File: config.mk
export PLATFORM = sky130hd
export DESIGN_NAME = train_data_sequencer
export DESIGN_NICKNAME = d
export VERILOG_FILES = /design/src/rtl/nn_pkg.sv /design/src/rtl/sample_regfile.sv /design/src/rtl/train_data_sequencer.sv
export SDC_FILE = /design/constraint.sdc
export NUM_CORES = 2
export LEC_CHECK = 0
export CAP_MARGIN = 15
export CORE_MARGIN = 5
export CORE_UTILIZATION = 60
export CTS_BUF_LIST = sky130_fd_sc_hd__clkbuf_8
export CTS_CLUSTER_SIZE = 8
export DETAILED_ROUTE_END_ITERATION = 7
export GPL_TIMING_DRIVEN = 0
export PLACE_DENSITY = 0.84
export SETUP_SLACK_MARGIN = 0.3
export SLEW_MARGIN = 20
export SYNTH_ARGS = -nofsm -noshare
export SYNTH_HDL_FRONTEND = slang
export SYNTH_HIERARCHICAL = 1
export SYNTH_SLANG_ARGS = --single-unit
File: constraint.sdc
create_clock -name clk_i -period 13.3 [get_ports clk_i]
set_clock_uncertainty 0.2 [all_clocks]
set_input_delay 2.66 -clock clk_i [delete_from_list [all_inputs] [get_ports clk_i]]
set_output_delay 2.66 -clock clk_i [all_outputs]
set_load 0.01 [all_outputs]
File: src/rtl/nn_pkg.sv
// Shared fixed-point definitions and sequencer state type for the perceptron trainer.
package nn_pkg;

   localparam int SIGN = 1;
   localparam int Q_M  = 15;
   localparam int Q_N  = 16;
   localparam int W    = SIGN + Q_M + Q_N;

   typedef logic [W-1:0] fixed_t;

   localparam fixed_t FP_ONE = 32'h0001_0000;

   typedef enum logic [1:0] {
      ST_IDLE = 2'd0,
      ST_RUN  = 2'd1,
      ST_DONE = 2'd2
   } seq_state_e;

endpackage

File: src/rtl/sample_regfile.sv
// Training-set storage: one {x1, x2, y} record per address, synchronous write, combinational read.
module sample_regfile #(
   parameter int MAX_SAMPLES = 16,
   parameter int ADDR_W      = $clog2(MAX_SAMPLES),
   parameter int W           = 32
) (
   input  logic              clk_i,
   input  logic              wr_en_i,
   input  logic [ADDR_W-1:0] wr_addr_i,
   input  logic [W-1:0]      wr_x1_i,
   input  logic [W-1:0]      wr_x2_i,
   input  logic [W-1:0]      wr_y_i,
   input  logic [ADDR_W-1:0] rd_addr_i,
   output logic [W-1:0]      rd_x1_o,
   output logic [W-1:0]      rd_x2_o,
   output logic [W-1:0]      rd_y_o
);

   logic [3*W-1:0] mem_q [MAX_SAMPLES];

   always_ff @(posedge clk_i) begin
      if (wr_en_i) begin
         mem_q[wr_addr_i] <= {wr_x1_i, wr_x2_i, wr_y_i};
      end
   end

   always_comb begin
      {rd_x1_o, rd_x2_o, rd_y_o} = mem_q[rd_addr_i];
   end

endmodule

File: src/rtl/train_data_sequencer.sv
// Streams the stored training set to the trainer for a programmed number of epochs,
// holding valid_o high without gaps for the whole run.
module train_data_sequencer #(
   parameter int SIGN        = 1,
   parameter int Q_M         = 15,
   parameter int Q_N         = 16,
   parameter int MAX_SAMPLES = 16,
   parameter int ADDR_W      = $clog2(MAX_SAMPLES),
   parameter int EPOCH_W     = 16,
   localparam int W          = SIGN + Q_M + Q_N
) (
   input  logic               clk_i,
   input  logic               reset_i,
   input  logic               wr_en_i,
   input  logic [ADDR_W-1:0]  wr_addr_i,
   input  logic [W-1:0]       wr_x1_i,
   input  logic [W-1:0]       wr_x2_i,
   input  logic [W-1:0]       wr_y_i,
   input  logic [ADDR_W:0]    num_samples_i,
   input  logic [EPOCH_W-1:0] num_epochs_i,
   input  logic               start_i,
   input  logic               abort_i,
   output logic               busy_o,
   output logic               done_o,
   output logic               cfg_err_o,
   output logic               valid_o,
   output logic [W-1:0]       train_x1_o,
   output logic [W-1:0]       train_x2_o,
   output logic [W-1:0]       train_out_o,
   output logic [ADDR_W-1:0]  sample_idx_o,
   output logic [EPOCH_W-1:0] epoch_o,
   output logic               last_o
);

   import nn_pkg::*;

   localparam logic [ADDR_W:0]    ONE_S = (ADDR_W+1)'(1);
   localparam logic [EPOCH_W-1:0] ONE_E = EPOCH_W'(1);
   localparam logic [ADDR_W:0]    MAX_S = (ADDR_W+1)'(MAX_SAMPLES);

   seq_state_e         state_q, state_d;
   logic [ADDR_W:0]    num_s_q, num_s_d;
   logic [EPOCH_W-1:0] num_e_q, num_e_d;
   logic [ADDR_W-1:0]  idx_q, idx_d;
   logic [EPOCH_W-1:0] epoch_q, epoch_d;
   logic               valid_q, valid_d;
   logic               done_q, done_d;
   logic               cfg_err_q, cfg_err_d;
   logic               last_q, last_d;
   logic [W-1:0]       x1_q, x1_d;
   logic [W-1:0]       x2_q, x2_d;
   logic [W-1:0]       y_q, y_d;

   logic               wr_ok;
   logic               legal_cfg;
   logic               present;
   logic               bypass;
   logic [W-1:0]       rd_x1, rd_x2, rd_y;

   assign wr_ok     = wr_en_i & ~valid_q;
   assign legal_cfg = (num_samples_i != '0) && (num_samples_i <= MAX_S) && (num_epochs_i != '0);

   sample_regfile #(
      .MAX_SAMPLES (MAX_SAMPLES),
      .ADDR_W      (ADDR_W),
      .W           (W)
   ) u_regfile (
      .clk_i     (clk_i),
      .wr_en_i   (wr_ok),
      .wr_addr_i (wr_addr_i),
      .wr_x1_i   (wr_x1_i),
      .wr_x2_i   (wr_x2_i),
      .wr_y_i    (wr_y_i),
      .rd_addr_i (idx_d),
      .rd_x1_o   (rd_x1),
      .rd_x2_o   (rd_x2),
      .rd_y_o    (rd_y)
   );

   always_comb begin
      state_d   = state_q;
      num_s_d   = num_s_q;
      num_e_d   = num_e_q;
      idx_d     = '0;
      epoch_d   = '0;
      done_d    = 1'b0;
      cfg_err_d = 1'b0;
      present   = 1'b0;
      case (state_q)
         ST_IDLE: begin
            if (start_i) begin
               if (legal_cfg) begin
                  num_s_d = num_samples_i;
                  num_e_d = num_epochs_i;
                  state_d = ST_RUN;
                  present = 1'b1;
               end else begin
                  cfg_err_d = 1'b1;
               end
            end
         end
         ST_RUN: begin
            // abort wins over completion of the final sample
            if (abort_i) begin
               state_d = ST_IDLE;
            end else if (last_q) begin
               state_d = ST_DONE;
               done_d  = 1'b1;
            end else begin
               present = 1'b1;
               if ({1'b0, idx_q} == num_s_q - ONE_S) begin
                  epoch_d = epoch_q + ONE_E;
               end else begin
                  idx_d   = idx_q + ADDR_W'(1);
                  epoch_d = epoch_q;
               end
            end
         end
         ST_DONE: state_d = ST_IDLE;
         default: state_d = ST_IDLE;
      endcase

      valid_d = present;
      last_d  = present && ({1'b0, idx_d} == num_s_d - ONE_S) && (epoch_d == num_e_d - ONE_E);

      // a write coinciding with an accepted start must reach the first presented sample
      bypass = wr_ok && (wr_addr_i == idx_d);
      x1_d   = present ? (bypass ? wr_x1_i : rd_x1) : '0;
      x2_d   = present ? (bypass ? wr_x2_i : rd_x2) : '0;
      y_d    = present ? (bypass ? wr_y_i  : rd_y)  : '0;
   end

   always_ff @(posedge clk_i) begin
      if (reset_i) begin
         state_q   <= ST_IDLE;
         num_s_q   <= '0;
         num_e_q   <= '0;
         idx_q     <= '0;
         epoch_q   <= '0;
         valid_q   <= 1'b0;
         done_q    <= 1'b0;
         cfg_err_q <= 1'b0;
         last_q    <= 1'b0;
         x1_q      <= '0;
         x2_q      <= '0;
         y_q       <= '0;
      end else begin
         state_q   <= state_d;
         num_s_q   <= num_s_d;
         num_e_q   <= num_e_d;
         idx_q     <= idx_d;
         epoch_q   <= epoch_d;
         valid_q   <= valid_d;
         done_q    <= done_d;
         cfg_err_q <= cfg_err_d;
         last_q    <= last_d;
         x1_q      <= x1_d;
         x2_q      <= x2_d;
         y_q       <= y_d;
      end
   end

   assign busy_o       = valid_q;
   assign valid_o      = valid_q;
   assign done_o       = done_q;
   assign cfg_err_o    = cfg_err_q;
   assign last_o       = last_q;
   assign train_x1_o   = x1_q;
   assign train_x2_o   = x2_q;
   assign train_out_o  = y_q;
   assign sample_idx_o = idx_q;
   assign epoch_o      = epoch_q;

endmodule

=== Word level (Yosys, flattened, before mapping) ===
Memories as Yosys holds them, arrays and structs flattened. A register that Yosys moved wholly into a read port is not among the register bits.
Index checks and enable logic that the tools add are counted.

* Add/sub/neg operators: 5
* Order comparisons: 1
* Equality and inequality tests: 7
* Mux-type cells: 28
* Bitwise operators: 6
* Reductions and logical operators: 11

{| class="wikitable"
|+ Operator list
! operator !! count
|-
| 2-to-1 mux 16 bit || 7
|-
| adder 16 x 1 -> 16 bit (second input constant) || 1
|-
| equality test 16 bit || 1
|-
| 2-to-1 mux 4 bit || 4
|-
| nonzero test 16 bit || 1
|-
| subtractor 16 x 1 -> 16 bit (second input constant) || 1
|-
| 2-to-1 mux 5 bit || 3
|-
| equality test 4 x 5 -> 1 bit || 2
|-
| subtractor 5 x 1 -> 5 bit (second input constant) || 2
|-
| 2-to-1 mux 1 bit || 8
|-
| 2-to-1 mux 2 bit || 4
|-
| OR reduction 3 bit || 2
|-
| <= comparator 5 bit (second input constant) || 1
|-
| inverter 1 bit || 5
|-
| nonzero test 5 bit || 1
|-
| adder 4 x 1 -> 4 bit (second input constant) || 1
|-
| logical AND 1 bit || 4
|-
| != test 2 bit (second input constant) || 2
|-
| one-hot mux 2 bit (2 select lines) || 1
|-
| != test 3 bit (second input constant) || 1
|-
| AND reduction 3 bit || 1
|-
| equality test 2 x 1 -> 1 bit (second input constant) || 1
|-
| logical NOT 2 bit || 1
|-
| one-hot mux 1 bit (2 select lines) || 1
|-
| other kinds (2) || 2
|}

* Register bits: 47
* Bits in writable memories: 1,536
* Output and inout bits: 121
* Logic and storage cells: 68
* Memories: 1

{| class="wikitable"
|+ Memory list
! name !! depth !! bits a word !! read ports !! clocked after memory_dff !! wr ports !! RTL line !! RTL
|-
| u_regfile.mem_q || 16 || 96 || 1 || 1 || 1 || sample_regfile.sv:19 || <nowiki>logic [3*W-1:0] mem_q [MAX_SAMPLES];</nowiki>
|}

=== Logic depth before layout (Yosys ltp) ===
* Depth after elaboration: 10
* Depth in mapped cells: 18
* Mapped depth without buffers: 14

=== By module ===
Netlist, hierarchy kept.

{| class="wikitable"
|+ By module, submodules not included
! module !! times used !! cells an instance !! area an instance (um2) !! seq. area each (um2)
|-
| sample_regfile || 1 || 2,364 || 57,433.8 || 46,124.2
|-
| train_data_sequencer || 1 || 810 || 6,507.5 || 2,862.7
|}

=== Least setup slack after synthesis ===
OpenSTA, ideal clock, no wires.

* Path kind: input -> register
* Start: input wr_en_i
* End: memory u_regfile/mem_q[0][0] (netlist name), enable pin
* Library setup time: 670 ps
* Data arrival time: 9,927 ps
* Data required time: 12,430 ps
* Slack: 2,504 ps
* Stages: 3
* Path buffers: 0
* Cell sequence: nor2b_1 > or3b_2 > nor3_1

* Cells in the longest elaborated chain, start to end: 3

{| class="wikitable"
|+ RTL lines
! item !! RTL line !! RTL
|-
| start, declared || train_data_sequencer.sv:14 || <nowiki>input logic wr_en_i,</nowiki>
|-
| AND 1 bit || train_data_sequencer.sv:60 || <nowiki>assign wr_ok = wr_en_i & ~valid_q;</nowiki>
|-
| 2-to-1 mux 1 bit || sample_regfile.sv:22 || <nowiki>if (wr_en_i) begin</nowiki>
|-
| 2-to-1 mux 1 bit (implied by the code) || sample_regfile.sv:23 || <nowiki>mem_q[wr_addr_i] <= {wr_x1_i, wr_x2_i, wr_y_i};</nowiki>
|-
| end, declared || sample_regfile.sv:19 ||
|}

No other way between the ends.

=== Worst setup path in the final report ===
* Start: input num_epochs_i[5]
* End: register last_q, in the netlist last_o

* Cells in the longest elaborated chain, start to end: 9
* Elaborated cells between the ends (all ways): 17

{| class="wikitable"
|+ RTL lines
! item !! RTL line !! RTL
|-
| start, declared || train_data_sequencer.sv:20 || <nowiki>input logic [EPOCH_W-1:0] num_epochs_i,</nowiki>
|-
| parallel branches: the longest is 8 deep, another holds subtractor 16 x 1 -> 16 bit || -- ||
|-
| logical AND 1 bit (*) || train_data_sequencer.sv:124 || <nowiki>last_d = present && ({1'b0, idx_d} == num_s_d - ONE_S) && (epoch_d == num_e_d - ONE_E);</nowiki>
|-
| end signal, assigned || train_data_sequencer.sv:156 || <nowiki>last_q <= last_d;</nowiki>
|-
| end, declared || train_data_sequencer.sv:49 || <nowiki>logic last_q, last_d;</nowiki>
|}

Every way passes the cells marked *.
A chain may end at the register's enable or synchronous reset.

==> results.ini <==
[timing]
maxSlewViolCount = 0
hold_viol_final = 0
rsz0062_at_grt = no
tightest_slew_ns = 1.14
max_freq_mhz = 136
holdWs_ns = 0.302
layout_setup_ws_ns = 5.96
max-slew-margin-rel_pct = 23.5
setup_viol = 0
fin_crit_ns = 7.34
finalCritPeriodShare_pct = 55.2

[finish]
fillerInstances = 5531
nets = 3956
drive_above_1_share_pct = 23.0
fin_area_um2 = 75000
regArea_um2 = 49000
area_delta_synth_final_pct = 17.3
utilization_pct = 71.0
multi_input_area_um2 = 14100

[cts]
cts.sinks = 1679
cts.repair.resized = 0
clk_pin_slew_ns = 0.06
clkLatencyLatePin_ns = 0.96
numCtsBuffers = 276
tritoncts = done
cts_hold_buf = 0
clock_path_buffers = 4
htree_num_levels = 5
root_buffer = clkbuf_8
cts_setup_buffers = 0

[critical_path]
worstPathArrival_ns = 7.94
critPathLaunchType = primary input
path_class = primary input to register
crit_path_end_kind = register
required_ns = 13.90
cp_max_fo = 10

[synthesis]
synth_flop_cell = edfxtp_1
ys_types = 64
avgSynthCellArea_um2 = 20.1
syn-cell-area_um2 = 63900
ys_warn_count = 6
synth-seq-area-share_pct = 76.6
async_flop_share_pct = 0
syn_nets = 3305
syn_inst = 3174
ys_ff_latch = 1679
synth_edf_count = 1536

[die]
start_util_pct = 60.6
fp.dieW_um = 336
die_h_um = 336
boundaryPins = 247
core_area_um2 = 106000
row_count = 119
fp.dieArea_um2 = 113000

[placement]
place_area_um2 = 70300
io_buffers = 246
globalplace.congestion = 0.893
pre_cts_ws_ns = 5.13
dp_hpwl_mm = 107

[route]
wire_per_inst_um = 32.7
drc = 0
num_vias = 36700
drt_iter0_drc = 5490
first_pass_iters = 6
finalWirelength_mm = 176
routed_via_density = 6.80
ant_nets = 0

[power]
ir_worst_vdd_mv = 0.0875
power_mw = 10.3
power_leakage_nw = 24.2
power_density_nw_per_um2 = 137

[job]
drv_cap = 0

[global_routing]
grt_first_pass_wirelength_mm = 254
antenna_found_initial = 19
grt_pass1_vias = 38000
grt_max_degree = 22
grt_usage_pct = 31.1
overflow = 0

[run_status]
status = finished clean

[worst_hold_path]
hold_path.class = register to register

-- per-stage QoR --
step	TNS [ns]	instances
2_1_floorplan	0	3174
3_3_place_gp	-2093.81	4811
6_report	0	5395
4_1_cts	0	5382
5_1_grt	0	5391
3_5_place_dp	0	4938
-- report_power, final --
group          leakage [nW]  total [mW]  switching, mW  internal, mW
Clock                  2.84        3.96           1.94          2.02
Sequential             15.0        5.86         0.0233          5.83
Combinational          6.37       0.462          0.277         0.185
-- Yosys cell counts (all sizes together) (3+ instances only) --
cell	number	share of area (%)
ha	5	0.098
o22ai	3	0.029
nand4	10	0.098
or3	9	0.088
xor2	19	0.26
nand2	316	1.9
nand2b	6	0.059
dfxtp	143	4.5
buf	100	1.0
nor4	12	0.16
or4b	3	0.047
or2	3	0.029
edfxtp	1536	72
inv	7	0.041
mux4	384	14
xnor2	33	0.46
and4	3	0.041
nor3b	6	0.070
or4	10	0.12
nor2b	6	0.059
and3	6	0.059
o21ai	11	0.086
clkbuf	79	0.46
nor2	71	0.42
a21oi	110	0.86
a22oi	199	2.3
nand3b	3	0.035
nor3	17	0.14
nand3	14	0.11
a2111oi	8	0.17
mux2i	17	0.27
-- cells by family after synthesis --
| kind of cell | after synthesis | synth area share, % |
|---|---|---|
| DFF | 1679 | 76.6 |
| muxes | 403 | 13.8 |
| xor gates and xnor gates | 52 | 0.724 |
| adders and majority gates | 5 | 0.0978 |
| buffers and inverters | 186 | 1.55 |
| and+or+nand+nor | 502 | 3.49 |
| AOI/OAI and AO/OA | 347 | 3.70 |
-- worst max-delay path: stages --
cell and delay [ns]:
clkdlybuf4s50_1 0.52, or4_4 0.60, nor4_4 0.38, a21o_4 0.22
buf_4 0.22, buf_4 0.22, buf_2 0.26, mux2i_1 0.26
ha_1 0.28, or4b_1 0.49, or4_1 0.50, or4_1 0.42
o41ai_1 0.12, nand4_1 0.15, a2111o_1 0.45, nor4_2 0.20
-- placed cells by master, fill, tap and decap left out, types with 17 or more instances in the layout --
cell type	synthesis	final
edfxtp_1	1536	1536
mux4_2	384	384
nand2_1	315	315
clkbuf_8	0	288
clkdlybuf4s50_1	0	246
a22oi_1	199	199
dfxtp_1	143	143
inv_1	7	139
a21oi_1	110	110
clkbuf_1	79	78
buf_4	27	71
nor2_1	71	59
buf_12	0	39
buf_6	22	38
xnor2_1	32	32
buf_1	30	30
buf_16	0	27
buf_2	21	21
xor2_1	19	19
mux2i_1	17	17
-- worst paths after layout --
path,start,endpoint,slack [ns],depth (start not counted)
worst max register to register,num_s_q[0]$_SDFF_PP0_,train_out_o[0]$_SDFF_PP0_,7.54,13
worst min register to register,num_e_q[7]$_SDFF_PP0_,num_e_q[7]$_SDFF_PP0_,0.30,2
worst max-delay path,num_epochs_i[5],last_o$_SDFF_PP0_,5.96,16
worst min-delay path,num_e_q[7]$_SDFF_PP0_,num_e_q[7]$_SDFF_PP0_,0.30,2
-- state kept, by name, summed over array words and instances (netlist names) --
name	cells
u_regfile/mem_q	1536
train_out_o	32
train_x1_o	32
train_x2_o	32
epoch_o	16
num_e_q	16
num_s_q	5
sample_idx_o	4
state_q	2
busy_o	1
cfg_err_o	1
done_o	1
last_o	1
-- metal layers --
layer | up-vias | global-route usage (%) | routed length (um) | part of all wire, %
met5 | - | 0 | 82 | 0.047
met4 | 14 | 16.1 | 9450 | 5.4
met3 | 640 | 8.38 | 23700 | 13
met2 | 3382 | 49.7 | 85600 | 49
met1 | 18300 | 40.1 | 57400 | 33
li1 | 14300 | - | - | -
-- cell type report --
type	instances	area share, %
Timing Repair Buffer	373	6.02
Clock inverter	156	0.909
Inverter	7	0.0350
Multi-Input combinational cell	1309	18.8
Tap cell	1391	2.32
Buffer	179	1.29
Sequential cell	1679	65.3
Clock buffer	288	5.29
Antenna cell	13	0.0434
No activity file was read; power rests on OpenSTA's default activity.
